[src/rtl/mode_counter_pkg.sv]
// Shared definitions for the mode_counter block: terminal-action encodings.
package mode_counter_pkg;

    // Terminal action selected by the 2-bit mode input; 2'b11 is reserved
    // and behaves as MODE_WRAP.
    localparam logic [1:0] MODE_WRAP    = 2'b00;
    localparam logic [1:0] MODE_ONESHOT = 2'b01;
    localparam logic [1:0] MODE_RELOAD  = 2'b10;

endpackage

[src/rtl/tick_prescaler.sv]
// Enable-gated prescaler: emits one tick every presc+1 enabled cycles.
module tick_prescaler #(
    parameter int PW = 4
) (
    input  logic          clk,
    input  logic          rst_n,
    input  logic          en,
    input  logic          clr,
    input  logic [PW-1:0] presc,
    output logic          tick
);

    logic [PW-1:0] pcnt_q;
    logic [PW-1:0] pcnt_d;

    // The tick is a same-cycle strobe consumed by the counter, never a block output.
    assign tick = en && (pcnt_q == presc);

    // Next prescale count: clear wins, a match restarts, otherwise advance when
    // enabled. If presc is lowered below pcnt the count runs on, wraps through
    // zero and ticks on its next match.
    always_comb begin
        // NOTE: every always_comb output gets a default first so no path can infer a latch.
        pcnt_d = pcnt_q;
        if (clr) begin
            pcnt_d = '0;
        end else if (tick) begin
            pcnt_d = '0;
        end else if (en) begin
            pcnt_d = pcnt_q + 1'b1;
        end
    end

    // Prescale count register.
    always_ff @(posedge clk or negedge rst_n) begin
        // NOTE: sequential state uses non-blocking assignments so all flops update together.
        if (!rst_n) begin
            pcnt_q <= '0;
        end else begin
            pcnt_q <= pcnt_d;
        end
    end

endmodule

[src/rtl/tt_um_mode_counter.sv]
// Tiny Tapeout wrapper: 8-bit counter with 4-bit prescaler, count on uo_out.
// ui_in: [0] en, [1] load, [2] dir, [4:3] mode, [5] clr_ovf, [7:6] presc[1:0].
// uio_in supplies both load_val and limit; the bidirectional pins are inputs only.
module tt_um_mode_counter (
    input  logic [7:0] ui_in,
    output logic [7:0] uo_out,
    input  logic [7:0] uio_in,
    output logic [7:0] uio_out,
    output logic [7:0] uio_oe,
    input  logic       ena,
    input  logic       clk,
    input  logic       rst_n
);

    logic tc;
    logic ovf;
    logic done;
    logic unused_ok;

    mode_counter #(
        .WIDTH(8),
        .PW   (4)
    ) u_counter (
        .clk     (clk),
        .rst_n   (rst_n),
        .en      (ui_in[0]),
        .load    (ui_in[1]),
        .load_val(uio_in),
        .dir     (ui_in[2]),
        .mode    (ui_in[4:3]),
        .limit   (uio_in),
        .presc   ({2'b00, ui_in[7:6]}),
        .clr_ovf (ui_in[5]),
        .count   (uo_out),
        .tc      (tc),
        .ovf     (ovf),
        .done    (done)
    );

    assign uio_out   = 8'h00;
    assign uio_oe    = 8'h00;
    assign unused_ok = &{1'b0, ena, tc, ovf, done};

endmodule

[src/rtl/mode_counter.sv]
// Prescaled up/down counter with WRAP, ONESHOT and RELOAD terminal actions.
module mode_counter
    import mode_counter_pkg::*;
#(
    parameter int WIDTH = 8,
    parameter int PW    = 4
) (
    input  logic             clk,
    input  logic             rst_n,
    input  logic             en,
    input  logic             load,
    input  logic [WIDTH-1:0] load_val,
    input  logic             dir,
    input  logic [1:0]       mode,
    input  logic [WIDTH-1:0] limit,
    input  logic [PW-1:0]    presc,
    input  logic             clr_ovf,
    output logic [WIDTH-1:0] count,
    output logic             tc,
    output logic             ovf,
    output logic             done
);

    logic             tick;
    logic             term;
    logic [WIDTH-1:0] count_q, count_d;
    logic             tc_q, tc_d;
    logic             ovf_q, ovf_d;
    logic             done_q, done_d;

    // A load also restarts the prescale period.
    tick_prescaler #(
        .PW(PW)
    ) u_presc (
        .clk  (clk),
        .rst_n(rst_n),
        .en   (en),
        .clr  (load),
        .presc(presc),
        .tick (tick)
    );

    // Next state: load beats tick; a frozen ONESHOT ignores ticks entirely.
    always_comb begin
        term    = dir ? (count_q >= limit) : (count_q == '0);
        count_d = count_q;
        tc_d    = 1'b0;
        done_d  = done_q;
        // The set below overrides this clear, so a same-cycle set wins.
        ovf_d   = clr_ovf ? 1'b0 : ovf_q;

        if (load) begin
            count_d = load_val;
            done_d  = 1'b0;
        end else if (tick && !done_q) begin
            if (term) begin
                tc_d  = 1'b1;
                ovf_d = 1'b1;
                case (mode)
                    MODE_ONESHOT: done_d  = 1'b1;
                    MODE_RELOAD:  count_d = load_val;
                    default:      count_d = dir ? '0 : limit;
                endcase
            end else if (dir) begin
                count_d = count_q + 1'b1;
            end else begin
                count_d = count_q - 1'b1;
            end
        end
    end

    // Counter state; every output comes straight from these flops.
    always_ff @(posedge clk or negedge rst_n) begin
        if (!rst_n) begin
            count_q <= '0;
            tc_q    <= 1'b0;
            ovf_q   <= 1'b0;
            done_q  <= 1'b0;
        end else begin
            count_q <= count_d;
            tc_q    <= tc_d;
            ovf_q   <= ovf_d;
            done_q  <= done_d;
        end
    end

    assign count = count_q;
    assign tc    = tc_q;
    assign ovf   = ovf_q;
    assign done  = done_q;

endmodule

[config.mk]
export PLATFORM = sky130hd
export DESIGN_NAME = tt_um_mode_counter
export DESIGN_NICKNAME = d
export VERILOG_FILES = /design/src/rtl/mode_counter_pkg.sv /design/src/rtl/tick_prescaler.sv /design/src/rtl/tt_um_mode_counter.sv /design/src/rtl/mode_counter.sv
export SDC_FILE = /design/constraint.sdc
export NUM_CORES = 1
export LEC_CHECK = 0
export BUFFER_PORTS_ARGS = -buffer_cell sky130_fd_sc_hd__buf_2
export CAP_MARGIN = 10
export CORE_MARGIN = 5
export CORE_UTILIZATION = 55
export CTS_CLUSTER_SIZE = 24
export DETAILED_ROUTE_END_ITERATION = 16
export PLACE_DENSITY = 0.83
export REMOVE_ABC_BUFFERS = 1
export SLEW_MARGIN = 20
export SYNTH_ARGS = -nofsm -noshare
export SYNTH_HDL_FRONTEND = slang
export SYNTH_HIERARCHICAL = 1
export SYNTH_SLANG_ARGS = --single-unit
[constraint.sdc]
create_clock -name clk -period 6.4 [get_ports clk]
set_input_delay 0.96 -clock clk [delete_from_list [all_inputs] [get_ports clk]]
set_output_delay 0.96 -clock clk [all_outputs]
set_load 0.05 [all_outputs]
Word level (Yosys, flattened, before mapping)
Index checks and enable logic that the tools add are counted.
{"block": "word_totals", "regBits": 13, "latchBits": 0, "ram_bits": 0, "rom_bits": 0, "inputBits": 19, "output_inout_bits": 24, "mem_count": 0}
{"block": "classes", "n_addsub": 3, "multipliers": 0, "div_mod_pow": 0, "magnitude_cmp": 1, "n_eq_ne": 4, "shifts": 0, "mux": 14, "bitwise_logic": 0, "n_reduce_logical": 10}
{"operator": "8-bit two-way mux", "n": 5}
{"operator": "8-bit case mux with 2 select lines", "n": 1}
{"operator": "4-bit two-way mux", "n": 3}
{"operator": "8-bit by 1-bit adder with 8-bit output (second input constant)", "n": 1}
{"operator": "8-bit >= comparator", "n": 1}
{"operator": "8-bit logical NOT", "n": 1}
{"operator": "8-bit by 1-bit subtractor with 8-bit output (second input constant)", "n": 1}
{"operator": "2-bit nonzero test", "n": 3}
{"operator": "1-bit two-way mux", "n": 5}
{"operator": "4-bit by 1-bit adder with 4-bit output (second input constant)", "n": 1}
{"operator": "4-bit by 2-bit equality test with 1-bit output", "n": 1}
{"operator": "3-bit inequality test (second input constant)", "n": 1}
{"operator": "3-bit AND reduction", "n": 1}
{"operator": "3-bit nonzero test", "n": 1}
{"operator": "2-bit by 1-bit equality test with 1-bit output (second input constant)", "n": 1}
{"operator": "2-bit equality test (second input constant)", "n": 1}
{"operator": "1-bit logical AND", "n": 2}
{"operator": "2-bit AND reduction", "n": 1}
{"operator": "1-bit logical NOT", "n": 1}

Longest topological paths before layout
{"block": "depth", "ltp_word": 5, "depth_mapped": 9, "depth_no_buf": 8}

Modules after synthesis
Netlist, hierarchy kept.
{"module": "mode_counter", "n_inst": 1, "cells_each": 155, "area_each_um2": 1272.5, "seq_area_each_um2": 275.3}
{"module": "tick_prescaler", "n_inst": 1, "cells_each": 32, "area_each_um2": 275.3, "seq_area_each_um2": 100.1}
{"module": "tt_um_mode_counter", "n_inst": 1, "cells_each": 17, "area_each_um2": 123.9, "seq_area_each_um2": 0.0}

Least setup slack after synthesis
OpenSTA, ideal clock, no wires.
{"block": "synth_path", "path_type": "input port to flip-flop", "startpoint": "input ui_in[2]", "endpoint": "register u_counter.count_q[6] (netlist: u_counter/count[6])", "arrival_ns": 2.818, "required_ns": 6.316, "path_slack_ns": 3.499, "path_stages": 9, "path_buffers": 1, "cell_sequence": "buf_4 inv_1 fa_1 a211oi_1 o21bai_1 a21oi_1 xor2_1 or3_1 a41oi_2"}
{"block": "synth_via", "elab_chain_cells": 5, "word_cells_on_any_way": 9, "classes_between": "1 x eq/ne; 7 x mux; 1 x reduce/logical"}
{"item": "start, declared", "line_no": "tt_um_mode_counter.sv:5", "source": "input logic [7:0] ui_in,"}
{"item": "8-bit two-way mux", "line_no": "mode_counter.sv:62", "source": "default: count_d = dir ? '0 : limit;"}
{"item": "8-bit case mux with 2 select lines", "line_no": "mode_counter.sv:59", "source": "case (mode)"}
{"item": "8-bit two-way mux", "line_no": "mode_counter.sv:56", "source": "if (term) begin"}
{"item": "8-bit two-way mux", "line_no": "mode_counter.sv:55", "source": "end else if (tick && !done_q) begin"}
{"item": "8-bit two-way mux", "line_no": "mode_counter.sv:52", "source": "if (load) begin"}
{"item": "end signal, assigned", "line_no": "mode_counter.sv:80", "source": "count_q <= count_d;"}
{"item": "end, declared", "line_no": "mode_counter.sv:26", "source": "logic [WIDTH-1:0] count_q, count_d;"}
Several ways; a longest one is shown, not always the timed one. The select of a mux whose other input is x is not followed.
A chain may end at the register's enable or synchronous reset.

Final worst setup path
Same ends and word-level chain as after synthesis.

==> key figures <==
Status
  – Status: finished, final reports clean

Pwr
  – Pwr/cell area: about 220 mW/mm²
  – Power Total: 0.3806 mW
  – Switching portion of total power: 0.4997
  – Combinational share of power: 0.577
  – Sequential share of power: 0.290
  – Internal: around 0.19 mW
  – Switching power: 0.1902 mW
  – VDD IR max: between 0.15 and 0.2 mV
  – Leakage power: ~0.76 nW
  – Clk pwr share: 0.133

Setup path
  – Slowest cell on the critical path: fa_1
  – Critical path origin: ui_in[2]
  – CP Data Required Time: 6600 ps
  – Crit Path Max Fanout: 9
  – R2R setup slack: 3920 ps
  – Worst setup endpoint: u_counter/count[6]$_DFFE_PN0P_
  – Slowest Stage Delay on Critical Path: 520 ps
  – RR Startpoint: u_counter/count[0]$_DFFE_PN0P_
  – Critical Path End Type: flop
  – R2R depth: 8
  – Worst path cell trace: buf_2 -> inv_1 -> fa_1 -> a211oi_1 -> o21bai_1 -> a21oi_1 -> xor2_1 -> or3_1 -> a41oi_2
  – Setup CP Type: in -> reg
  – WP data arrival: between 3000 and 4000 ps
  – Worst setup SP type: input port
  – R2r endpoint: u_counter/count[5]$_DFFE_PN0P_

Drt
  – Post-DRT Antenna Nets: 0
  – Total number of vias: 1468
  – Vias per cell: roughly 5.8
  – DR pass1 iterations: 4
  – Per-cell routed wire length: ~14 µm
  – DR iter-0 viols: ~130
  – WL final: ~3600 µm
  – DRC: 0

Die
  – Die Area: around 0.004 mm²
  – Core Area: approximately 0.0028 mm²
  – Die Y: between 60 and 70 µm
  – Top Ports: 43
  – Row count: 19
  – Die span in x: 64.03 µm
  – Starting density of the core: 0.5771

Cells and area
  – Commonest non-fill, non-tap cell in the layout: buf_2
  – Nets@finish: 259
  – Area Growth Syn to Fin: 6.079%
  – Ant diodes: 0
  – Share of cells above drive strength 1: 0.1704
  – Most frequent cells in the layout: buf_2, conb_1, a21oi_1
  – Finished Core Util: 0.6122

STA
  – RSZ-0062 raised after global routing: no
  – Layout Skew: 6.585 ps
  – Slew headroom: 0.5095
  – Final worst hold slack: 524.8 ps
  – Final period util: 0.4662
  – Minimum clock period: 2984 ps
  – FMAX: ~0.34 GHz
  – Hold Fails Final Rpt: 0
  – Slew Limit Fails: 0
  – Endpoints failing setup: 0
  – Final setup TNS: 0 ps
  – Least-Margin Pin Slew: 734.2 ps

CTS
  – Clk_lat worst skew: 270 ps
  – Clock buffer depth: 2
  – Clk slew on worst S/H paths: 80 ps
  – CTS Hold Buffers Added: 0
  – CTS Buf Count: 3
  – Postcts setup bufs: 0
  – PostCTS Resize Cnt: 0
  – # H-tree levels: 1
  – Clock sinks: 13
  – CTS tree: done
  – Root buffer cell: clkbuf_4

Global routing
  – Congestion Overflow GR: 0
  – Largest net degree at the start of global routing: 36
  – Initial antenna violation count: 0
  – Total GRT Usage: 0.1749
  – Most Crowded Layer GR: met2
  – First-pass GRT wire length: 6044 µm
  – Vias in the first global route: 1351
  – GRT met1 Usage: 0.2481
  – Global routing usage on met2: 0.2889
  – Met3 Use GR: 0.01926

Logic synthesis
  – Syn_area_per_cell: 8.067 µm²
  – Cells after synthesis: 199
  – Syn. warnings: 6
  – Mapped cell area: 0.001605 mm²

Placed design
  – GPL Wtd Cong: 0.7893
  – Port bufs: 24
  – DPL Wire Length: ~2800 µm

Job
  – Max-cap viol count: 0

Worst hold path
  – Hold Crit Class: reg -> reg
## how the worst min path moves through the flow
stage	from	end	slack, ps	depth (start not counted)
3_5_place_dp	u_counter/done$_DFFE_PN0P_	u_counter/done$_DFFE_PN0P_	510	2
4_1_cts	u_counter/done$_DFFE_PN0P_	u_counter/done$_DFFE_PN0P_	520	2
3_3_place_gp	u_counter/done$_DFFE_PN0P_	u_counter/done$_DFFE_PN0P_	490	2
6_report	u_counter/done$_DFFE_PN0P_	u_counter/done$_DFFE_PN0P_	520	2
2_1_floorplan	u_counter/done$_DFFE_PN0P_	u_counter/done$_DFFE_PN0P_	480	2
5_1_grt	rst_n	u_counter/count[5]$_DFFE_PN0P_	580	1
## layout make-up
class,instances,area (µm²)
clock buffers,4,26.28
fillers,252,1079
inverters,12,45.04
multi-input cells,170,1147
flip-flops and latches,13,325.3
well taps,31,38.79
repair buffers,24,120.1
## per-layer routing
metal | routed length [µm] | vias to the layer above
met1 | 1701 | 674
met2 | 1638 | 42
li1 | - | 750
met4 | 8 | 0
met3 | 243 | 2
met5 | 0 | -
## stage by stage
step                cells  instance area, µm²  worst slack, ps
finish                254                1703             3416
CTS                   254                1703             3428
floorplan             195                1518             3668
detailed placement    250                1677             3140
global route          254                1703             3270
global placement      250                1677             3201
## registers in the layout (all words and copies together), names as in the netlist
name and flops:
u_counter/u_presc/pcnt_q 4, u_counter/count 8, u_counter/done 1
## worst max-delay path, delay by kind of cell
family	cells	cell delay, ps
adder cells (fa/ha/maj)	1	520
buffers and inverters	2	430
AND/OR/NAND/NOR	1	330
AO/OA/AOI/OAI	4	850
XOR/XNOR	1	90
## power groups by stage
stage	Combinational, mW	Sequential [mW]	Clock, mW
2_1_floorplan	0.137	0.142	0
3_3_place_gp	0.214	0.111	0
3_5_place_dp	0.218	0.112	0
4_1_cts	0.219	0.110	0.0531
5_1_grt	0.241	0.113	0.0572
6_report	0.219	0.111	0.0506
(Power assumes the default switching activity.)
